`config.mk`:
```
export PLATFORM = sky130hd
export DESIGN_NAME = lcd_frame_scheduler
export DESIGN_NICKNAME = d
export VERILOG_FILES = /design/src/rtl/lcd_frame_scheduler.sv
export SDC_FILE = /design/constraint.sdc
export NUM_CORES = 1
export LEC_CHECK = 0
export CORE_UTILIZATION = 40
export DETAILED_ROUTE_END_ITERATION = 8
export MAX_ROUTING_LAYER = met4
export PLACE_DENSITY = 0.75
export SYNTH_ARGS = -nofsm -noshare
export SYNTH_HDL_FRONTEND = slang
export SYNTH_SLANG_ARGS = --single-unit
```
`constraint.sdc`:
```
create_clock -name clk_100MHz -period 2.8 [get_ports clk_100MHz]
set_clock_uncertainty 0.05 [all_clocks]
set_input_delay 0.7 -clock clk_100MHz [delete_from_list [all_inputs] [get_ports clk_100MHz]]
set_output_delay 0.7 -clock clk_100MHz [all_outputs]
set_load 0.005 [all_outputs]
```
`src/rtl/lcd_frame_scheduler.sv`:
```
// Frame-level pixel source scheduler for the LCD: owns the scan position,
// switches source only between frames and covers camera starvation with black.
module lcd_frame_scheduler #(
  parameter int H_PIXELS      = 320,
  parameter int V_PIXELS      = 240,
  parameter int STALL_TIMEOUT = 4096
) (
  input  logic        clk_100MHz,
  input  logic        rst,
  input  logic        req_cam,
  input  logic        req_colour,
  input  logic [15:0] pix_cube,
  input  logic [15:0] pix_colour,
  input  logic [15:0] pix_cam,
  input  logic        cam_avail,
  input  logic        pix_take,
  output logic [15:0] pix_data,
  output logic        pix_valid,
  output logic        cam_read,
  output logic [8:0]  x,
  output logic [7:0]  y,
  output logic [1:0]  src,
  output logic        frame_start,
  output logic        frame_done,
  output logic        underrun,
  output logic [1:0]  fsm_state
);

  localparam logic [1:0] S_IDLE   = 2'd0;
  localparam logic [1:0] S_START  = 2'd1;
  localparam logic [1:0] S_STREAM = 2'd2;
  localparam logic [1:0] S_END    = 2'd3;

  localparam logic [1:0] SRC_CUBE   = 2'd0;
  localparam logic [1:0] SRC_COLOUR = 2'd1;
  localparam logic [1:0] SRC_CAM    = 2'd2;

  localparam logic [8:0] X_LAST = 9'(H_PIXELS - 1);
  localparam logic [7:0] Y_LAST = 8'(V_PIXELS - 1);

  localparam int CW = $clog2(STALL_TIMEOUT + 1);
  localparam logic [CW-1:0] STALL_MAX = CW'(STALL_TIMEOUT - 1);
  localparam logic [CW-1:0] CNT_ONE   = CW'(1);

  logic [1:0]    state;
  logic [CW-1:0] stall_cnt;
  logic          starve;
  logic          take_ok;

  assign fsm_state = state;

  // Handshake: pix_data is held while pix_valid=1; a pix_take pulse in a cycle
  // with pix_valid=1 consumes that pixel, any other pix_take is ignored.
  always_comb begin
    pix_data    = 16'h0000;
    pix_valid   = 1'b0;
    cam_read    = 1'b0;
    starve      = (state == S_STREAM) && (src == SRC_CAM) && (stall_cnt == STALL_MAX);
    frame_start = (state == S_START);
    frame_done  = (state == S_END);
    if (state == S_STREAM) begin
      case (src)
        SRC_CUBE: begin
          pix_valid = 1'b1;
          pix_data  = pix_cube;
        end
        SRC_COLOUR: begin
          pix_valid = 1'b1;
          pix_data  = pix_colour;
        end
        SRC_CAM: begin
          if (starve) begin
            pix_valid = 1'b1;
          end else begin
            pix_valid = cam_avail;
            pix_data  = pix_cam;
            cam_read  = pix_take & cam_avail;
          end
        end
        default: ;
      endcase
    end
    take_ok = pix_take & pix_valid;
  end

  always_ff @(posedge clk_100MHz) begin
    if (rst) begin
      state     <= S_IDLE;
      x         <= 9'd0;
      y         <= 8'd0;
      src       <= SRC_CUBE;
      stall_cnt <= '0;
      underrun  <= 1'b0;
    end else begin
      case (state)
        S_IDLE: state <= S_START;
        S_START: begin
          x         <= 9'd0;
          y         <= 8'd0;
          stall_cnt <= '0;
          src       <= req_cam ? SRC_CAM : (req_colour ? SRC_COLOUR : SRC_CUBE);
          state     <= S_STREAM;
        end
        S_STREAM: begin
          if (take_ok) begin
            stall_cnt <= '0;
            // Last pixel leaves the position in place; END clears it.
            if (x == X_LAST && y == Y_LAST) begin
              state <= S_END;
            end else if (y == Y_LAST) begin
              y <= 8'd0;
              x <= x + 9'd1;
            end else begin
              y <= y + 8'd1;
            end
          end else if (src == SRC_CAM && !starve) begin
            stall_cnt <= cam_avail ? '0 : stall_cnt + CNT_ONE;
          end
          if (starve) underrun <= 1'b1;
        end
        S_END: begin
          x     <= 9'd0;
          y     <= 8'd0;
          state <= S_START;
        end
        default: state <= S_IDLE;
      endcase
    end
  end

endmodule

```
# After elaboration in Yosys (flattened, before gate mapping)
# Cells that the tools add are included.
# word_totals
romBits	0
elab_cells	67
latch_bits	0
reg_bits	35
ram_bits	0
memories	0
# classes
magnitude_cmp	0
n_shift	0
eq_ne	13
n_addsub	3
div	0
n_mux	26
multipliers	0
bitwise	2
n_reduce_logical	17
# ops
operator	n
16-bit one-hot mux with 3 select lines	1
13-bit 2-to-1 mux	3
16-bit 2-to-1 mux	2
9-bit 2-to-1 mux	3
13-bit one-hot mux with 2 select lines	1
8-bit 2-to-1 mux	3
9-bit one-hot mux with 2 select lines	1
8-bit one-hot mux with 2 select lines	1
13-bit by 1-bit adder with 13-bit output, second input constant	1
13-bit by 12-bit equality test with 1-bit output, second input constant	1
9-bit by 1-bit adder with 9-bit output, second input constant	1
9-bit equality test, second input constant	1
8-bit by 1-bit adder with 8-bit output, second input constant	1
8-bit equality test, second input constant	1
2-bit equality test, second input constant	3
1-bit 2-to-1 mux	6
2-bit 2-to-1 mux	3
2-bit one-hot mux with 3 select lines	1
2-bit AND reduction	3
2-bit OR reduction	3
2-bit by 1-bit equality test with 1-bit output, second input constant	2
1-bit logical AND	4
2-bit zero test	2
2-bit by 1-bit != test with 1-bit output, second input constant	2
other kinds (8)	11

# Logic depth before layout (Yosys ltp)
# logic_depth
word_depth	9
depth_mapped	10

# Worst setup path after synthesis
# Ideal clock, no wire load.
# synth_path
path_kind	reg2out
startpoint	register state[0], in the netlist fsm_state[0]
endpoint	output port pix_data[10]
t_required_ns	2.050
slack_ns	0.056
stages_incl_launch_ff	11
t_arrival_ns	1.994
path_cell_list	dfxtp_1 > inv_1 > ha_1 > buf_2 > and4bb_1 > and4_4 > buf_4 > nor3_4 > buf_2 > a21oi_1 > nor2_1
# synth_between
elab_chain_len	6
# synth_rtl
element	line_no	text
from (decl)	45	logic [1:0] state;
from (signal assigned)	88	state <= S_IDLE;
from (signal assigned)	96	S_IDLE: state <= S_START;
from (signal assigned)	102	state <= S_STREAM;
2-bit equality test (*)	58, 61	
1-bit logical AND (2 in series)	58	starve = (state == S_STREAM) && (src == SRC_CAM) && (stall_cnt == STALL_MAX);
16-bit 2-to-1 mux	72	if (starve) begin
16-bit one-hot mux with 3 select lines	62	case (src)
16-bit 2-to-1 mux (*)	61	if (state == S_STREAM) begin
to (decl)	17	output logic [15:0] pix_data,
# Mark *: on every way between the ends. The rest lies on a longest branch, timed or not.

# Final worst setup path
# layout_path
startpoint	register state[0], in the netlist fsm_state[0]
endpoint	output port pix_data[11]
# Same word-level chain as after synthesis.

==> results.json <==
{
  "status": "finished, final reports clean",
  "clk_latency_ns": 0.29,
  "drc": 0,
  "syn-cell-area_sq_mm": 0.002531,
  "min_delay_path_depth": 1,
  "layout.nets": 511,
  "rsz0062_at_grt": "yes",
  "cap_viol_max_count": 0,
  "place_inst": 498,
  "synth.top_cells.by_area": "dfxtp_1 28%, mux2i_1 12%, nor2_1 7.1%",
  "dr_wl_met2_microns": 3864,
  "reg2regPathDepth": 13,
  "track_usage_pct": 25.05,
  "wl_met3_microns": 449,
  "synth-seq-cells": 35,
  "die_h_microns": 81.55,
  "dpl_cell_area_sq_mm": 0.003695,
  "antenna_left": 0,
  "synth-edff-count": 0,
  "drtIter0Drc": 170,
  "fin_area_sq_mm": 0.003931,
  "clock-sinks": 35,
  "min_path_type": "register to register",
  "synth_common_cells": "48 x nor2_1, 35 x dfxtp_1, 30 x a21oi_1, 30 x mux2i_1, 18 x nand3_1",
  "io_buffers": 95,
  "grt_pass1_vias": 2832,
  "syn_nets": 382,
  "hold_violations": 0,
  "min_from": "stall_cnt[11]",
  "cts_root_buf": "clkbuf_8",
  "syn_area_per_cell_sq_um": 7.910,
  "cts_buffers": 5,
  "crit_required_ns": 2.05,
  "cellPowerDensity_mw_per_mm2": 560.1,
  "max_freq_mhz": 363.6,
  "dp_hpwl_microns": 5462,
  "grt_first_pass_wirelength_microns": 12710,
  "dr.pass1.iters": 4,
  "wl_microns": 7759,
  "worstPathArrival_ns": 2.00,
  "area_delta_synth_final_pct": 55.31,
  "wl_met1_microns": 3284,
  "p_leak_nw": 1.488,
  "drive_above_1_share_pct": 19.56,
  "ys_warn_count": 0,
  "synthDistinctLibCells": 57,
  "fillerInstances": 534,
  "cp-start-kind": "register",
  "synth.top_cell.area_share_pct": 27.68,
  "die_width_microns": 81.55,
  "period_share_pct": 98.22,
  "htree_levels": 2,
  "r2r_end": "stall_cnt[10]",
  "overflow": 0,
  "tightest_slew_ns": 0.7612,
  "cpMaxStageDelayCell": "dfxtp_2",
  "max_slew_margin_pct": 49.25,
  "start_util_pct": 42.01,
  "dieArea_sq_mm": 0.006650,
  "async_flop_share_pct": 0,
  "min_delay_worst_endpoint": "stall_cnt[11]",
  "layout.cells.non_filler": 525,
  "crit_type": "register to primary output",
  "clockBufferDepth": 2,
  "via_per_inst": 5.693,
  "fin_crit_ns": 2.750,
  "cts_tree": "built",
  "grt_max_degree": 25,
  "regArea_sq_um": 703.2,
  "seq_area_frac_synth_pct": 27.68,
  "antenna_cells": 0,
  "setup_viol": 0,
  "antenna_found_initial": 0,
  "vias": 2989,
  "multiInputGateArea_sq_mm": 0.001762,
  "wl_per_cell_microns": 14.78,
  "peakVddDrop_mv": 0.3105,
  "post-synth-top-count-cell": "nor2_1",
  "top_layer": "met4",
  "rrSetupSlack_ns": 0.15,
  "yosysTopAreaCell": "dfxtp_1",
  "syn_inst": 320,
  "max_stage_delay_ns": 0.34,
  "gp_congestion": 0.8116,
  "slew_violations": 0,
  "critPathTopFamily": "simple AND/OR/NAND/NOR gates",
  "ios": 96,
  "crit_path_max_fanout": 4,
  "r2r_start": "fsm_state[0]",
  "rows": 28,
  "synth_flop_cell": "dfxtp_1",
  "path_cells": "inv_2, ha_4, and4bb_1, and4_4, nor3_4, buf_2, buf_6, buf_6, a21oi_2, nor2_1, buf_2",
  "crit_buf_inv": 5,
  "clkTransAtPathRegs_ns": 0.08,
  "fp.coreArea_sq_mm": 0.006026,
  "setup.worst_path.end_class": "primary output"
}
## per-stage QoR
stage                      TNS [ns]  utilization [%]  hold slack, ns  power (mW)  worst slack [ns]
after global placement    -0.008996            61.32          0.4038       1.680         -0.008996
final                             0            65.24          0.4147       2.202           0.04988
after global routing        -0.1631            65.24          0.4447       2.358          -0.08003
after CTS                  -0.05772            64.62          0.4203       2.174          -0.01981
after detailed placement  -0.005096            61.32          0.4014       1.695         -0.005096
after floorplan                   0                -          0.3823       1.197           0.05649
## sequential cells by signal, summed over array words and instances (netlist names)
register and count:
fsm_state 2, src 2, stall_cnt 13, underrun 1, x 9, y 8
## power by group
part | internal, mW | switching, mW
logic | 0.600 | 0.636
registers | 0.528 | 0.0270
clock network | 0.225 | 0.186
## layer usage
metal	global-route usage [%]	vias to the layer above
li1	-	1454
met1	29.03	1407
met2	43.67	114
met3	4.333	14
met4	7.857	0
met5	-	-
## layout by cell type (no fill, tap or decap), types with 9 or more instances in the layout
master	instances
clkdlybuf4s50_1	77
nor2_1	48
buf_4	36
dfxtp_1	33
mux2i_1	30
a21oi_1	26
nand3_1	18
buf_2	16
nand2_1	15
inv_1	11
nand2b_1	9
## layout make-up
class,count,share of cell area [%]
repair buffers,138,31.22
flip-flops and latches,35,17.89
inverters,12,1.146
well taps,75,2.387
multi-input cells,257,44.81
clock buffers,8,2.546
## worst max-delay path by stage
stage                         from           end  slack (ns)  cells after the start
finish                fsm_state[0]  pix_data[11]        0.05                     11
global route          fsm_state[0]  pix_data[11]       -0.08                     11
CTS                   fsm_state[0]   pix_data[9]       -0.02                     11
detailed placement    pix_cube[10]  pix_data[10]      -0.005                      6
global placement    pix_colour[10]  pix_data[10]      -0.009                      6
floorplan             fsm_state[0]  pix_data[10]        0.06                     10
## repair_timing
| item | in CTS | in global routing |
|---|---|---|
| pin swaps | 9 | 7 |
| resized for setup | 76 | 11 |
| cloned | 1 | 1 |
| setup endpoints to repair | 17 | 27 |
| hold buffers | 0 | 0 |
| setup buffers | 16 | 3 |
## cell families (layout without fill, tap and decap cells)
logic type | Yosys count | in the layout | share of synthesized area (%)
flip-flops | 35 | 35 | 27.68
adder cells (fa/ha/maj) | 8 | 8 | 3.955
AO/OA/AOI/OAI | 87 | 87 | 23.88
XOR/XNOR | 1 | 1 | 0.3461
buffers and inverters | 28 | 158 | 4.695
AND/OR/NAND/NOR | 131 | 131 | 27.58
multiplexers | 30 | 30 | 11.86
Note: power is estimated with default switching activity, not from simulation.
==> variant (same settings) <==
Change the parameter `STALL_TIMEOUT` from 4096 to 8192.
--- a/src/rtl/lcd_frame_scheduler.sv
+++ b/src/rtl/lcd_frame_scheduler.sv
@@ -3,7 +3,7 @@
 module lcd_frame_scheduler #(
   parameter int H_PIXELS      = 320,
   parameter int V_PIXELS      = 240,
-  parameter int STALL_TIMEOUT = 4096
+  parameter int STALL_TIMEOUT = 8192
 ) (
   input  logic        clk_100MHz,
   input  logic        rst,
Check against the original RTL: no difference found for any inputs over 10 cycles, from zero or initial values and one cycle with rst high; that may be too few to reach the edited logic, so the function may still have changed.
==> variant against the original RTL <==
  * Area after synthesis is 3.2% higher
  * Setup slack better by 0.051 ns
  * Sequential cell count is 1 higher
  * Total power is 4.2% higher
  * Wire length is 6.4% higher
  * Cell area is 1.1% higher
  * Cell count is 1.5% higher
  * Die area is 3.1% higher
  * Via count is 2.7% higher
  * Largest power group unchanged
  * Highest routed layer unchanged
==> variant: results <==
metrics = {
    "placed_design": {
        "dp_cells": 520,
        "gp_congestion": 0.863,
        "dp_hpwl_um": 5800,
        "placed_area_um2": 3800,
    },
    "synthesis": {
        "synthMuxAreaShare": 0.0852,
        "synth_fp_nets": 402,
        "synth_cell_types": 58,
        "yosysSeqAreaShare": 0.276,
        "synth_adder_area_share": 0.0383,
        "netlist_instances": 340,
        "synth_compound_area_frac": 0.256,
        "yosys-top-cells-area": "dfxtp_1, mux2i_1, nor2_1, a21oi_1, ha_1",
    },
    "route": {
        "drtIter0Drc": 205,
        "wl_met1_um": 3460,
        "route.met3.wl_um": 502,
        "met2_length_um": 4160,
        "routedWlPerCell_um": 15.5,
    },
    "grt": {
        "grt_pass1_vias": 3024,
        "grt_start_max_net_pins": 31,
        "grt_pass1_wl_um": 14000,
        "grt.total_usage": 0.250,
        "grt.met3_usage": 0.0358,
    },
    "run_status": {
        "status": "finished clean",
    },
    "setup_path": {
        "critical_path.top_delay_family": "compound AO/OA/AOI/OAI gates",
        "timing.rr.end": "x[2]",
        "ff2ff_path_depth": 6,
        "r2r_slack_ns": 0.34,
        "cp_slowest_cell": "o41a_1",
        "cpPeakStageDelay_ns": 0.54,
        "critPathArrivalTime_ns": 1.95,
    },
    "power": {
        "combPwrFrac": 0.545,
        "p_sw_frac": 0.400,
        "clockPowerShare": 0.204,
        "ir_drop_v": 0.000311,
        "p_leak_nw": 1.49,
    },
    "hold_path": {
        "hold_end": "underrun",
        "hp-start": "underrun",
    },
    "sta": {
        "whs_ns": 0.430,
        "worstMarginPinSlew_ns": 0.621,
    },
    "cells_and_area": {
        "fin_cells": 533,
    },
}
## variant: cell types whose count changed in the layout (fill, tap and decap cells not counted), moves of 5 or more
| cell | unedited run | this run |
|---|---|---|
| nand2b_1 | 9 | 2 |
| o21ai_0 | 8 | 13 |
| a31oi_1 | 1 | 10 |
| a22oi_1 | 8 | 0 |
| nand3_1 | 18 | 9 |
| buf_4 | 36 | 30 |
| o31ai_1 | 1 | 8 |
| mux2i_1 | 30 | 20 |
| a21oi_1 | 26 | 21 |
| a21oi_2 | 4 | 14 |
| a32o_1 | 7 | 0 |
| or4_1 | 1 | 8 |
| o211ai_1 | 8 | 2 |
## variant: final cells by class
cell class                      instances  area [um2]
Fill cell                             563        2340
Multi-Input combinational cell        274        1870
Timing Repair Buffer                  129        1140
Sequential cell                        36         727
Tap cell                               77        96.3
Clock buffer                            6        72.6
Clock inverter                          2        35.0
Inverter                                9        33.8
## variant: what timing repair did
action,in CTS,in global routing
cloned,2,0
setup buffers,5,1
pin swaps,13,8
setup endpoints to repair,18,17
resized for setup,93,10
